### src/rtl/telemetry_uart_tx_if.sv
// rtl/telemetry_uart_tx_if.sv - snapshot inputs and serial/status outputs of the telemetry transmitter
interface telemetry_uart_tx_if;
  logic        send;
  logic [15:0] pitch;
  logic [15:0] roll;
  logic [15:0] yaw;
  logic [15:0] height;
  logic [7:0]  status;
  logic        TxD;
  logic        busy;
  logic        done;
  logic [7:0]  drop_count;

  modport master (
    output send, pitch, roll, yaw, height, status,
    input  TxD, busy, done, drop_count
  );

  modport slave (
    input  send, pitch, roll, yaw, height, status,
    output TxD, busy, done, drop_count
  );
endinterface

### src/rtl/telemetry_uart_tx.sv
// rtl/telemetry_uart_tx.sv - 11-byte checksummed telemetry packet serialiser, 8N1 LSB first
// Optional even-parity bit per byte when TELEM_PARITY_EN is defined.
module telemetry_uart_tx #(
  parameter int          CLK_FREQ = 50000000,
  parameter int          BAUD     = 115200,
  parameter logic [7:0]  HEADER   = 8'hA5
) (
  input  logic clk,
  input  logic rst_n,
  telemetry_uart_tx_if.slave bus
);

  localparam int BIT_DIV = CLK_FREQ / BAUD;
  localparam int CNT_W   = (BIT_DIV > 1) ? $clog2(BIT_DIV) : 1;
  localparam logic [CNT_W-1:0] BIT_LAST  = CNT_W'(BIT_DIV - 1);
  localparam logic [3:0]       LAST_BYTE = 4'd10;

  typedef enum logic [2:0] {
    IDLE,
    START,
    DATA,
`ifdef TELEM_PARITY_EN
    PARITY,
`endif
    STOP
  } state_t;

  state_t           state;
  state_t           state_next;
  logic [CNT_W-1:0] baud_cnt;
  logic [2:0]       bit_idx;
  logic [3:0]       byte_idx;
  logic [7:0]       csum;
  logic [15:0]      snap_pitch;
  logic [15:0]      snap_roll;
  logic [15:0]      snap_yaw;
  logic [15:0]      snap_height;
  logic [7:0]       snap_status;
  logic [7:0]       drop_q;
  logic [7:0]       cur_byte;
  logic             bit_end;
  logic             accept;
  logic             busy_c;
  logic             done_c;
  logic             txd_c;

  assign bit_end = (baud_cnt == BIT_LAST);

  // Byte 10 is the running sum, complete by the time its start bit begins.
  always_comb begin
    cur_byte = csum;
    case (byte_idx)
      4'd0:    cur_byte = HEADER;
      4'd1:    cur_byte = snap_pitch[15:8];
      4'd2:    cur_byte = snap_pitch[7:0];
      4'd3:    cur_byte = snap_roll[15:8];
      4'd4:    cur_byte = snap_roll[7:0];
      4'd5:    cur_byte = snap_yaw[15:8];
      4'd6:    cur_byte = snap_yaw[7:0];
      4'd7:    cur_byte = snap_height[15:8];
      4'd8:    cur_byte = snap_height[7:0];
      4'd9:    cur_byte = snap_status;
      default: cur_byte = csum;
    endcase
  end

  always_comb begin
    state_next = state;
    done_c     = 1'b0;
    txd_c      = 1'b1;
    case (state)
      IDLE: txd_c = 1'b1;
      START: begin
        txd_c = 1'b0;
        if (bit_end) state_next = DATA;
      end
      DATA: begin
        txd_c = cur_byte[bit_idx];
        if (bit_end && bit_idx == 3'd7) begin
`ifdef TELEM_PARITY_EN
          state_next = PARITY;
`else
          state_next = STOP;
`endif
        end
      end
`ifdef TELEM_PARITY_EN
      PARITY: begin
        txd_c = ^cur_byte;
        if (bit_end) state_next = STOP;
      end
`endif
      STOP: begin
        txd_c = 1'b1;
        if (bit_end) begin
          if (byte_idx != LAST_BYTE) begin
            state_next = START;
          end else begin
            done_c     = 1'b1;
            state_next = IDLE;
          end
        end
      end
      default: state_next = IDLE;
    endcase
    // The final stop-bit cycle already counts as free so packets can run back to back.
    busy_c = (state != IDLE) && !done_c;
    accept = bus.send && !busy_c;
    if (accept) state_next = START;
  end

  always_ff @(posedge clk or posedge rst_n) begin
    if (rst_n) state <= IDLE;
    else       state <= state_next;
  end

  always_ff @(posedge clk or posedge rst_n) begin
    if (rst_n) begin
      baud_cnt    <= '0;
      bit_idx     <= '0;
      byte_idx    <= '0;
      csum        <= '0;
      snap_pitch  <= '0;
      snap_roll   <= '0;
      snap_yaw    <= '0;
      snap_height <= '0;
      snap_status <= '0;
      drop_q      <= '0;
    end else begin
      if (bus.send && busy_c && drop_q != 8'hFF) drop_q <= drop_q + 8'd1;
      if (accept) begin
        snap_pitch  <= bus.pitch;
        snap_roll   <= bus.roll;
        snap_yaw    <= bus.yaw;
        snap_height <= bus.height;
        snap_status <= bus.status;
        baud_cnt    <= '0;
        bit_idx     <= '0;
        byte_idx    <= '0;
        csum        <= '0;
      end else if (state != IDLE) begin
        if (bit_end) begin
          baud_cnt <= '0;
          if (state == DATA) bit_idx <= bit_idx + 3'd1;
          if (state == STOP && byte_idx != LAST_BYTE) begin
            byte_idx <= byte_idx + 4'd1;
            csum     <= csum + cur_byte;
          end
        end else begin
          baud_cnt <= baud_cnt + 1'b1;
        end
      end
    end
  end

  assign bus.TxD        = txd_c;
  assign bus.busy       = busy_c;
  assign bus.done       = done_c;
  assign bus.drop_count = drop_q;

endmodule

### src/flat_wrapper.sv
// flat-port wrapper written by rule: the top's interface ports become plain ports
module telemetry_uart_tx_flat 
#(
  parameter int          CLK_FREQ = 50000000,
  parameter int          BAUD     = 115200,
  parameter logic [7:0]  HEADER   = 8'hA5
)
  (clk, rst_n, bus_send, bus_pitch, bus_roll, bus_yaw, bus_height, bus_status, bus_TxD, bus_busy, bus_done, bus_drop_count);
  telemetry_uart_tx_if bus_i ();
  input  logic clk;
  input  logic rst_n;
  input wire logic [$bits(bus_i.send)-1:0] bus_send;
  input wire logic [$bits(bus_i.pitch)-1:0] bus_pitch;
  input wire logic [$bits(bus_i.roll)-1:0] bus_roll;
  input wire logic [$bits(bus_i.yaw)-1:0] bus_yaw;
  input wire logic [$bits(bus_i.height)-1:0] bus_height;
  input wire logic [$bits(bus_i.status)-1:0] bus_status;
  output wire logic [$bits(bus_i.TxD)-1:0] bus_TxD;
  output wire logic [$bits(bus_i.busy)-1:0] bus_busy;
  output wire logic [$bits(bus_i.done)-1:0] bus_done;
  output wire logic [$bits(bus_i.drop_count)-1:0] bus_drop_count;
  assign bus_i.send = bus_send;
  assign bus_i.pitch = bus_pitch;
  assign bus_i.roll = bus_roll;
  assign bus_i.yaw = bus_yaw;
  assign bus_i.height = bus_height;
  assign bus_i.status = bus_status;
  assign bus_TxD = bus_i.TxD;
  assign bus_busy = bus_i.busy;
  assign bus_done = bus_i.done;
  assign bus_drop_count = bus_i.drop_count;
  telemetry_uart_tx #(.CLK_FREQ(CLK_FREQ), .BAUD(BAUD), .HEADER(HEADER)) u_core (.clk(clk), .rst_n(rst_n), .bus(bus_i));
endmodule
### config.mk
export PLATFORM = sky130hd
export DESIGN_NAME = telemetry_uart_tx_flat
export DESIGN_NICKNAME = d
export VERILOG_FILES = /design/src/rtl/telemetry_uart_tx_if.sv /design/src/rtl/telemetry_uart_tx.sv /design/src/flat_wrapper.sv
export SDC_FILE = /design/constraint.sdc
export NUM_CORES = 1
export LEC_CHECK = 0
export ABC_AREA = 1
export BUFFER_PORTS_ARGS = -buffer_cell sky130_fd_sc_hd__buf_2
export CAP_MARGIN = 20
export CORE_UTILIZATION = 55
export DETAILED_ROUTE_END_ITERATION = 12
export GPL_ROUTABILITY_DRIVEN = 0
export HOLD_SLACK_MARGIN = 0.1
export PLACE_DENSITY = 0.82
export SETUP_SLACK_MARGIN = 0.02
export SLEW_MARGIN = 10
export SYNTH_ARGS = -nofsm -noshare
export SYNTH_HDL_FRONTEND = slang
export SYNTH_SLANG_ARGS = --single-unit
### constraint.sdc
create_clock -name clk -period 5.01 [get_ports clk]
set_input_delay 0.2505 -clock clk [delete_from_list [all_inputs] [get_ports clk]]
set_output_delay 0.2505 -clock clk [all_outputs]
set_load 0.1 [all_outputs]
# [Yosys cells after proc, flatten, opt, wreduce, memory -nomap -nowiden]
# Index checks and enable logic that the tools add are counted.
[op_classes] n_addsub=5 n_lt_le_gt_ge=1 n_eq_ne=20 mux=28 reduce_logical=18
[op_table] cell="case mux 8 bit (10 select lines)" count=1
[op_table] cell="2-to-1 mux 8 bit" count=4
[op_table] cell="2-to-1 mux 9 bit" count=3
[op_table] cell="2-to-1 mux 3 bit" count=8
[op_table] cell="== test 4 x 3 -> 1 bit (second input constant)" count=4
[op_table] cell="2-to-1 mux 4 bit" count=4
[op_table] cell="case mux 3 bit (4 select lines)" count=1
[op_table] cell="adder 9 x 1 -> 9 bit (second input constant)" count=1
[op_table] cell="== test 9 bit (second input constant)" count=1
[op_table] cell="inequality test 3 x 1 -> 1 bit (second input constant)" count=3
[op_table] cell="adder 8 x 1 -> 8 bit (second input constant)" count=1
[op_table] cell="adder 8 bit" count=1
[op_table] cell="== test 4 x 2 -> 1 bit (second input constant)" count=2
[op_table] cell="== test 4 bit (second input constant)" count=2
[op_table] cell="inequality test 8 bit (second input constant)" count=1
[op_table] cell="nonzero test 2 bit" count=4
[op_table] cell="== test 3 x 2 -> 1 bit (second input constant)" count=2
[op_table] cell="logical AND 1 bit" count=6
[op_table] cell="AND reduction 3 bit" count=2
[op_table] cell="2-to-1 mux 1 bit" count=5
[op_table] cell="adder 4 x 1 -> 4 bit (second input constant)" count=1
[op_table] cell="== test 4 x 1 -> 1 bit (second input constant)" count=1
[op_table] cell="logical NOT 4 bit" count=1
[op_table] cell="less-than comparator 3 x 4 -> 1 bit (second input constant)" count=1
[op_table] cell="11 further kinds" count=12
[word_totals] ff_bits=107 inputBits=75 out_inout_bits=11 wordCells=83

# [Depth between registers and ports, before layout]
# Gate-level depths: netlist of run 1.
[logic_depth] ltp_word=10 mapped_depth=20 mapped_depth_nobuf=19

# [Worst setup path after synthesis of run 1]
# No wires, ideal clock.
[synth_path] path_type="flip-flop to flip-flop" startpoint="register u_core.byte_idx[1]" endpoint="register u_core.csum[6]" setup_time_ns=0.076 arrival_time_ns=2.553 required_time_ns=4.934 path_slack_ns=2.380 path_stages_with_launch=21 n_path_buf=2 period_less_slack_ns=2.630 path_cell_list="dfrtp_1 > inv_1 > ha_1 > buf_2 > buf_2 > nand3_1 > o21ai_0 > nor2_1 > nand3_1 > nand2_1 > inv_1 > ha_1 > inv_1 > fa_1 > inv_1 > nand3_1 > nand2_1 > a21o_1 > a21oi_1 > xor2_1 > o21ai_1"
[synth_via] elab_chain_cells=10 word_cells_on_any_way=29 classes_between="add/sub (1); eq/ne (10); mux (8); reduce/logical (10)"
[synth_rtl] element="from (decl)" line_no="telemetry_uart_tx.sv:32" source="logic [3:0] byte_idx;"
[synth_rtl] element="from (signal assigned)" line_no="telemetry_uart_tx.sv:146" source="byte_idx <= byte_idx + 4'd1;"
[synth_rtl] element="branches (longest 10 deep; another with adder 8 bit)"
[synth_rtl] element="to (signal assigned)" line_no="telemetry_uart_tx.sv:147" source="csum <= csum + cur_byte;"
[synth_rtl] element="to (decl)" line_no="telemetry_uart_tx.sv:33" source="logic [7:0] csum;"
# Parallel ways; which one is timed is not known. The select of a mux whose other input is x is not followed.
# A chain may end at the register's enable or synchronous reset.

# [Worst setup path after layout of run 1]
[layout_path] startpoint="register u_core.byte_idx[0]" endpoint="register u_core.byte_idx[0]"
[layout_via] elab_chain_cells=10 word_cells_on_any_way=18 classes_between="add/sub (1); eq/ne (1); mux (7); reduce/logical (9)"
[layout_rtl] element="inequality test 4 bit" line_no="telemetry_uart_tx.sv:96, telemetry_uart_tx.sv:145"
[layout_rtl] element="2-to-1 mux 1 bit" line_no="telemetry_uart_tx.sv:96" source="if (byte_idx != LAST_BYTE) begin"
[layout_rtl] element="2-to-1 mux 1 bit" line_no="telemetry_uart_tx.sv:95" source="if (bit_end) begin"
[layout_rtl] element="2-to-1 mux 1 bit" line_no="telemetry_uart_tx.sv:71" source="case (state)"
[layout_rtl] element="logical NOT 1 bit" line_no="telemetry_uart_tx.sv:107" source="busy_c = (state != IDLE) && !done_c;"
[layout_rtl] element="logical AND 1 bit" line_no="telemetry_uart_tx.sv:107"
[layout_rtl] element="logical NOT 1 bit" line_no="telemetry_uart_tx.sv:108" source="accept = bus.send && !busy_c;"
[layout_rtl] element="logical AND 1 bit" line_no="telemetry_uart_tx.sv:108"
[layout_rtl] element="nonzero test 2 bit (no source line)"
[layout_rtl] element="AND reduction 3 bit (no source line)"
# Parallel ways exist; a longest one is shown, timed or not. The select of a mux whose other input is x is not followed.

==> impl_results.md, run 1 <==
* Outcome: finished, final reports clean
* H-tree depth at 3
* Fin Clk Skew at 8.093 ps
* CP Capture Type: flop
* Async set or reset register ratio after synthesis at 100.0%
* Highest metal used: met4
* Die X at 105.1 um
* Hold_buf cts at 71
* Via Count at 5534
* WL met3 at 1015 um
* Hold Fails Final Rpt at 0
* Placed instance count at 955
* Cell count after synthesis at 766
* # nets final at 998
* CTS Buf Count at 9
* Setup_tns at 0 ps
* Clk slew on worst S/H paths at 100 ps
* Netlist cell types at 38
* Vias in the first global route at 5515
* TritonRoute pass-1 iters at 6
* CP startpoint kind: flop
* Seq pwr share at 48.1%
* Area growth syn-to-layout at 22.82%
* Min Clock Period, post-route at 3450 ps
* Total power at 0.001989 W
* Top-count cell post-synth: nand2_1
* Dpl hpwl at 9944 um
* Maximum net fanout on the critical path at 87
* DIE AREA at 11050 sq um
* Residual DRC at 0
* Top FF cell, synth: dfrtp_1
* Worst EP arrival at 3710 ps
* Initial Util at 56.67%
* Period utilization at 68.86%
* ANT nets after route at 0
* Fin. max-slew vios at 0
* Area contributors post-synth: dfrtp_1, nand2_1, nand3_1
* LEAKAGE at 3.975 nW
* Switching power at 0.0006719 W
* Total track usage at 30.52%
* Antenna cells at 0
* Internal at 0.001317 W
* Worst R2R Start: u_core.byte_idx[0]
* Max frequency at 289.9 MHz
* Post-synth design cell area at 5851 sq um
* PortBufs at 85
* Via-to-Cell Ratio at 5.306
* Gate power share at 22.2%
* First-pass GRT wire length at 26320 um
* EDFF count, synth at 0
* Critical Path Source: u_core.byte_idx[0]
* Core footprint at 10320 sq um
* FP Rows at 37
* Synthesis Warnings at 0
* Syn Area/Cell at 7.638 sq um
* Synth Register Bits at 106
* Top cell type by total area after synthesis: dfrtp_1
* Share of layout cells above drive strength 1 at 14.44%
* CTS tree: built
* Die H at 105.1 um
* Initial antenna violation count at 0
* Worst slew margin at 47.90%
* Initial detailed-routing violation count at 509
* Switching share of power at 33.78%
* Max Cap Viol at 0
* Worst-margin pin slew at 781.5 ps
* FF-to-FF setup slack at 1560 ps
* Fin cells at 1043
* Clk buf depth at 2
* Post-Route WL at 15740 um
* Metal2 WL at 7269 um
* FF-to-FF End: u_core.byte_idx[0]
* Commonest cells post-synth: nand2_1, dfrtp_1, nand3_1
* Routed metal-1 wire length at 6812 um
* Unrepaired setup endpoints after global routing: no
* Largest net degree at the start of global routing at 88
* Max IR drop VDD at 0.3394 mV
* Share of the synthesized area in the top cell type at 45.34%
* Post-synthesis sequential area ratio at 45.34%
* CTS sink count at 106
* Crit path kind: flop to flop
* PwrDens at 276.8 nW/um^2
* Post-synthesis net count at 862
* Crit path to: u_core.byte_idx[0]
* WL per Instance at 15.09 um
* Post-CTS setup buffer count at 0
* Final number of setup-violating endpoints at 0
* Worst-case reg-to-reg path depth at 11
* Resize count post-CTS at 0
* Clk_lat worst skew at 370 ps
* Clk root buf: clkbuf_8
* Hold Crit Class: primary input to flop
* I/O pin cnt at 86
* WP data required at 5270 ps
* Proportion of power drawn by the clock network at 29.7%
* Grt ovf at 0
==> flip-flops by register name, indices dropped and copies added, names as in the netlist <==
| name | cells |
|---|---|
| u_core.snap_height | 16 |
| u_core.snap_pitch | 16 |
| u_core.snap_roll | 16 |
| u_core.snap_yaw | 16 |
| u_core.baud_cnt | 9 |
| u_core.bus.drop_count | 8 |
| u_core.csum | 8 |
| u_core.snap_status | 8 |
| u_core.byte_idx | 4 |
| u_core.bit_idx | 3 |
| u_core.state | 2 |
==> cell families (layout without fill, tap and decap cells) <==
logic type	Yosys count	in the layout	synth area share, %
simple gates	470	470	34.60
flops	106	106	45.34
buf+inv	95	236	7.763
compound gates	58	58	5.283
xor+xnor	16	16	2.395
fa+ha+maj	21	21	4.619
==> critical path, stage by stage (launching register included) <==
cell and delay (ps):
dfrtp_1 430, inv_1 140, ha_1 600, nand3_2 170, nor2_1 150, nand2_2 80
nand2_2 120, nand2_4 400, inv_4 770, o21ai_4 240, nor2_1 150, a21oi_1 50
==> placed cells by master (no fill, tap or decap), drive strengths merged, types with 2 or more instances in the layout <==
master and instances:
xnor2 5, dfrtp 106, clkinv 2, clkinvlp 2, or2 8, nand3 66
dlygate4sd3 72, ha 20, bufinv 2, o21ai 41, nor2 53, xor2 11
nand4 22, a21oi 15, nor3 4, clkbuf 9, inv 63, nand2 315
buf 86
==> final cells by class <==
cell class,instances,area (sq um)
timing repair buffer,158,1154
clock inverter,7,101.3
inverter,62,240.2
fill,794,3138
clock buffer,9,123.9
sequential,106,2653
multi-input combinational,565,2744
tap,136,170.2
==> worst min-delay path by stage <==
stage / endpoint / from / cells past startpoint
6_report: u_core.snap_height[14] / bus_height[14] / 3
5_1_grt: u_core.snap_height[14] / bus_height[14] / 3
4_1_cts: u_core.snap_yaw[5] / bus_yaw[5] / 3
3_5_place_dp: u_core.snap_roll[9] / rst_n / 2
3_3_place_gp: u_core.bus.drop_count[0] / rst_n / 2
2_1_floorplan: u_core.snap_height[10] / bus_height[10] / 2
==> power groups by stage <==
stage / clock (W) / combinational (W) / sequential (W)
6_report: 0.000591 / 0.000441 / 0.000957
5_1_grt: 0.000635 / 0.000466 / 0.000964
2_1_floorplan: 0 / 0.000114 / 0.00116
3_3_place_gp: 0 / 0.000380 / 0.000973
3_5_place_dp: 0 / 0.000391 / 0.000974
4_1_cts: 0.000602 / 0.000434 / 0.000958
==> layer usage <==
metal	vias to the layer above	track usage (%)
li1	2681	-
met3	60	5.490
met1	2533	39.97
met5	-	0
met4	0	13.88
met2	260	49.43
==> stage by stage <==
step	area, sq um	setup slack, ps	hold slack (ps)	utilization (%)
after floorplan	5851	1971	360.1	-
after global placement	6240	1769	389.2	60.44
after detailed placement	6240	1655	394.9	60.44
after CTS	7176	1628	105.0	69.51
after global routing	7186	1210	108.3	69.60
final	7186	1560	120.6	69.60
Note: power is estimated with default switching activity, not from simulation.
==> inputs of run 2 (changes only) <==
--- a/config.mk
+++ b/config.mk
@@ -8,7 +8,7 @@
 export ABC_AREA = 1
 export BUFFER_PORTS_ARGS = -buffer_cell sky130_fd_sc_hd__buf_2
 export CAP_MARGIN = 20
-export CORE_UTILIZATION = 55
+export CORE_UTILIZATION = 52
 export DETAILED_ROUTE_END_ITERATION = 12
 export GPL_ROUTABILITY_DRIVEN = 0
 export HOLD_SLACK_MARGIN = 0.1
==> constraint.sdc (replaced) <==
create_clock -name clk -period 2.9 [get_ports clk]
set_input_delay 0.145 -clock clk [delete_from_list [all_inputs] [get_ports clk]]
set_output_delay 0.145 -clock clk [all_outputs]
set_load 0.1 [all_outputs]
==> impl_results.md, run 2 (same netlist as run 1, synthesis figures left out) <==
* Switching power at 0.001196 W (+78%)
* Clk_lat worst skew at 400 ps (+30 ps)
* CP Capture Type: flop
* Hold Crit Start: bus_send
* Area of placed instances at 6399 sq um (+2.5%)
* Clk root buf: clkbuf_8
* Clk slew on worst S/H paths at 110 ps (about the same)
* Area growth syn-to-layout at 27.54%
* Largest net degree at the start of global routing at 107 (+22%)
* Total track usage at 29.51% (-1.0 points)
* Most frequent cells in the layout: nand2_1, dfrtp_1, buf_2
* Initial antenna violation count at 0 (unchanged)
* Vias in the first global route at 5644 (+2.3%)
* Worst EP arrival at 3110 ps (-600 ps)
* Grt ovf at 0 (unchanged)
* Critical Path Source: u_core.byte_idx[1]
* TritonRoute pass-1 iters at 6 (unchanged)
* Via-to-Cell Ratio at 5.290 (-0.29%)
* # nets final at 1022 (+2.4%)
* DIE AREA at 11680 sq um (+5.7%)
* Fin area at 7462 sq um (+3.8%)
* Hold Crit Class: primary input to flop
* Antenna cells at 0 (unchanged)
* Internal at 0.002126 W (+61%)
* Commonest non-fill, non-tap cell in the layout: nand2_1
* Crit path kind: flop to flop
* ANT nets after route at 0 (unchanged)
* PortBufs at 85 (unchanged)
* Dpl hpwl at 10130 um (+1.9%)
* FF-to-FF setup slack at 70 ps (-1490 ps)
* Fin Clk Skew at 11.35 ps (+3.258 ps)
* Maximum net fanout on the critical path at 10 (-89%)
* WP data required at 3180 ps (-2090 ps)
* H-tree depth at 3 (unchanged)
* Die X at 108.1 um (+2.8%)
* Core footprint at 10890 sq um (+5.5%)
* Residual DRC at 0 (unchanged)
* Placed instance count at 976 (+2.2%)
* CTS tree: built
* CP startpoint kind: flop
* Final number of setup-violating endpoints at 0 (unchanged)
* Fin cells at 1071 (+2.7%)
* Total power at 0.003322 W (+67%)
* Clk buf depth at 2 (unchanged)
* CTS sink count at 106 (unchanged)
* LEAKAGE at 4.080 nW (+2.6%)
* Max IR drop VDD at 0.7615 mV (+120%)
* Switching share of power at 36.01% (+2.2 points)
* Gate power share at 22.7% (+0.5 points)
* FP Rows at 38 (+2.7%)
* Hold Fails Final Rpt at 0 (unchanged)
* CTS Buf Count at 9 (unchanged)
* Share of layout cells above drive strength 1 at 18.58% (+4.1 points)
* Initial detailed-routing violation count at 608 (+19%)
* PwrDens at 445.2 nW/um^2 (+61%)
* Via Count at 5666 (+2.4%)
* Initial Util at 53.73% (-2.9 points)
* Period utilization at 97.48% (+29 points)
* Post-Route WL at 16060 um (+2.0%)
* Outcome: finished, final reports clean
* Max frequency at 353.7 MHz (+22%)
* Fin. max-slew vios at 0 (unchanged)
* I/O pin cnt at 86 (unchanged)
* Worst slew margin at 63.27% (+15 points)
* Worst-margin pin slew at 551.0 ps (-230.5 ps)
* Min Clock Period, post-route at 2827 ps (-622.8 ps)
* Die H at 108.1 um (+2.8%)
* Worst R2R Start: u_core.byte_idx[1]
* Final core utilization at 68.54% (-1.1 points)
* Max Cap Viol at 0 (unchanged)
* Seq pwr share at 49.8% (+1.7 points)
* Proportion of power drawn by the clock network at 27.5% (-2.2 points)
* WL per Instance at 14.99 um (-0.67%)
* First-pass GRT wire length at 26280 um (-0.16%)
-- run 2: cell types whose count changed in the layout (fill, tap and decap cells not counted), sizes merged --
cell,previous run,this run
dlygate4sd3,72,73
buf,86,109
inv,63,66
clkinvlp,2,1
bufinv,2,0
-- run 2: area by class of cell --
class,instances,area (sq um)
timing repair buffer,182,1379
clock inverter,7,70.07
clock buffer,9,123.9
multi-input combinational,565,2819
inverter,62,241.5
fill,841,3426
tap,140,175.2
sequential,106,2654
-- run 2: timing repair --
action | in CTS | in global routing
hold buffers | 73 | 0
buffers inserted | 0 | 6
endpoints found under the hold margin | 178 | 0
endpoints found under the setup margin | 1 | 5
pin swaps | 0 | 5
resized for setup | 1 | 27
-- run 2: layer usage --
| layer | vias up | track usage, % | wire [um] |
|---|---|---|---|
| met2 | 267 | 48.73 | 7500 |
| met1 | 2615 | 38.03 | 6918 |
| li1 | 2742 | - | - |
| met4 | 0 | 9.883 | 415 |
| met5 | - | 0 | 0 |
| met3 | 42 | 6.992 | 1223 |
-- run 2: path summary, 6_finish.rpt --
kind,to,cells past startpoint
max in group asynchronous,u_core.byte_idx[0],4
max,u_core.csum[6],18
min reg2reg,u_core.snap_pitch[7],2
min,u_core.bus.drop_count[7],5
max reg2reg,u_core.csum[6],18
min in group asynchronous,u_core.snap_roll[14],4
-- run 2: worst max-delay path: stages (launching register included) --
cell and delay (ps):
dfrtp_1 440, buf_4 160, ha_2 190, o21ai_1 140, nand2_1 140, buf_6 170
or2_4 220, nand2_1 80, inv_1 50, ha_2 180, inv_2 60, fa_2 180
inv_2 50, nand3_2 50, nand2_2 60, a21o_1 190, a21oi_2 130, xor2_1 150
o21ai_1 70
-- run 2: metrics by stage --
step / setup TNS (ps) / worst slack [ps] / hold WS (ps)
floorplan: 0 / 270.3 / 254.6
global route: -117.2 / -91.10 / 199.8
finish: 0 / 73.11 / 174.1
CTS: 0 / 23.55 / 169.9
detailed placement: 0 / 115.4 / 342.0
global placement: 0 / 214.3 / 340.5
-- run 2: power by group through the flow --
stage | Combinational [W] | Sequential, W | Clock [W]
3_3_place_gp | 0.000659 | 0.00168 | 0
5_1_grt | 0.000818 | 0.00166 | 0.000998
4_1_cts | 0.000749 | 0.00165 | 0.000926
6_report | 0.000755 | 0.00165 | 0.000913
3_5_place_dp | 0.000674 | 0.00168 | 0
2_1_floorplan | 0.000197 | 0.00200 | 0
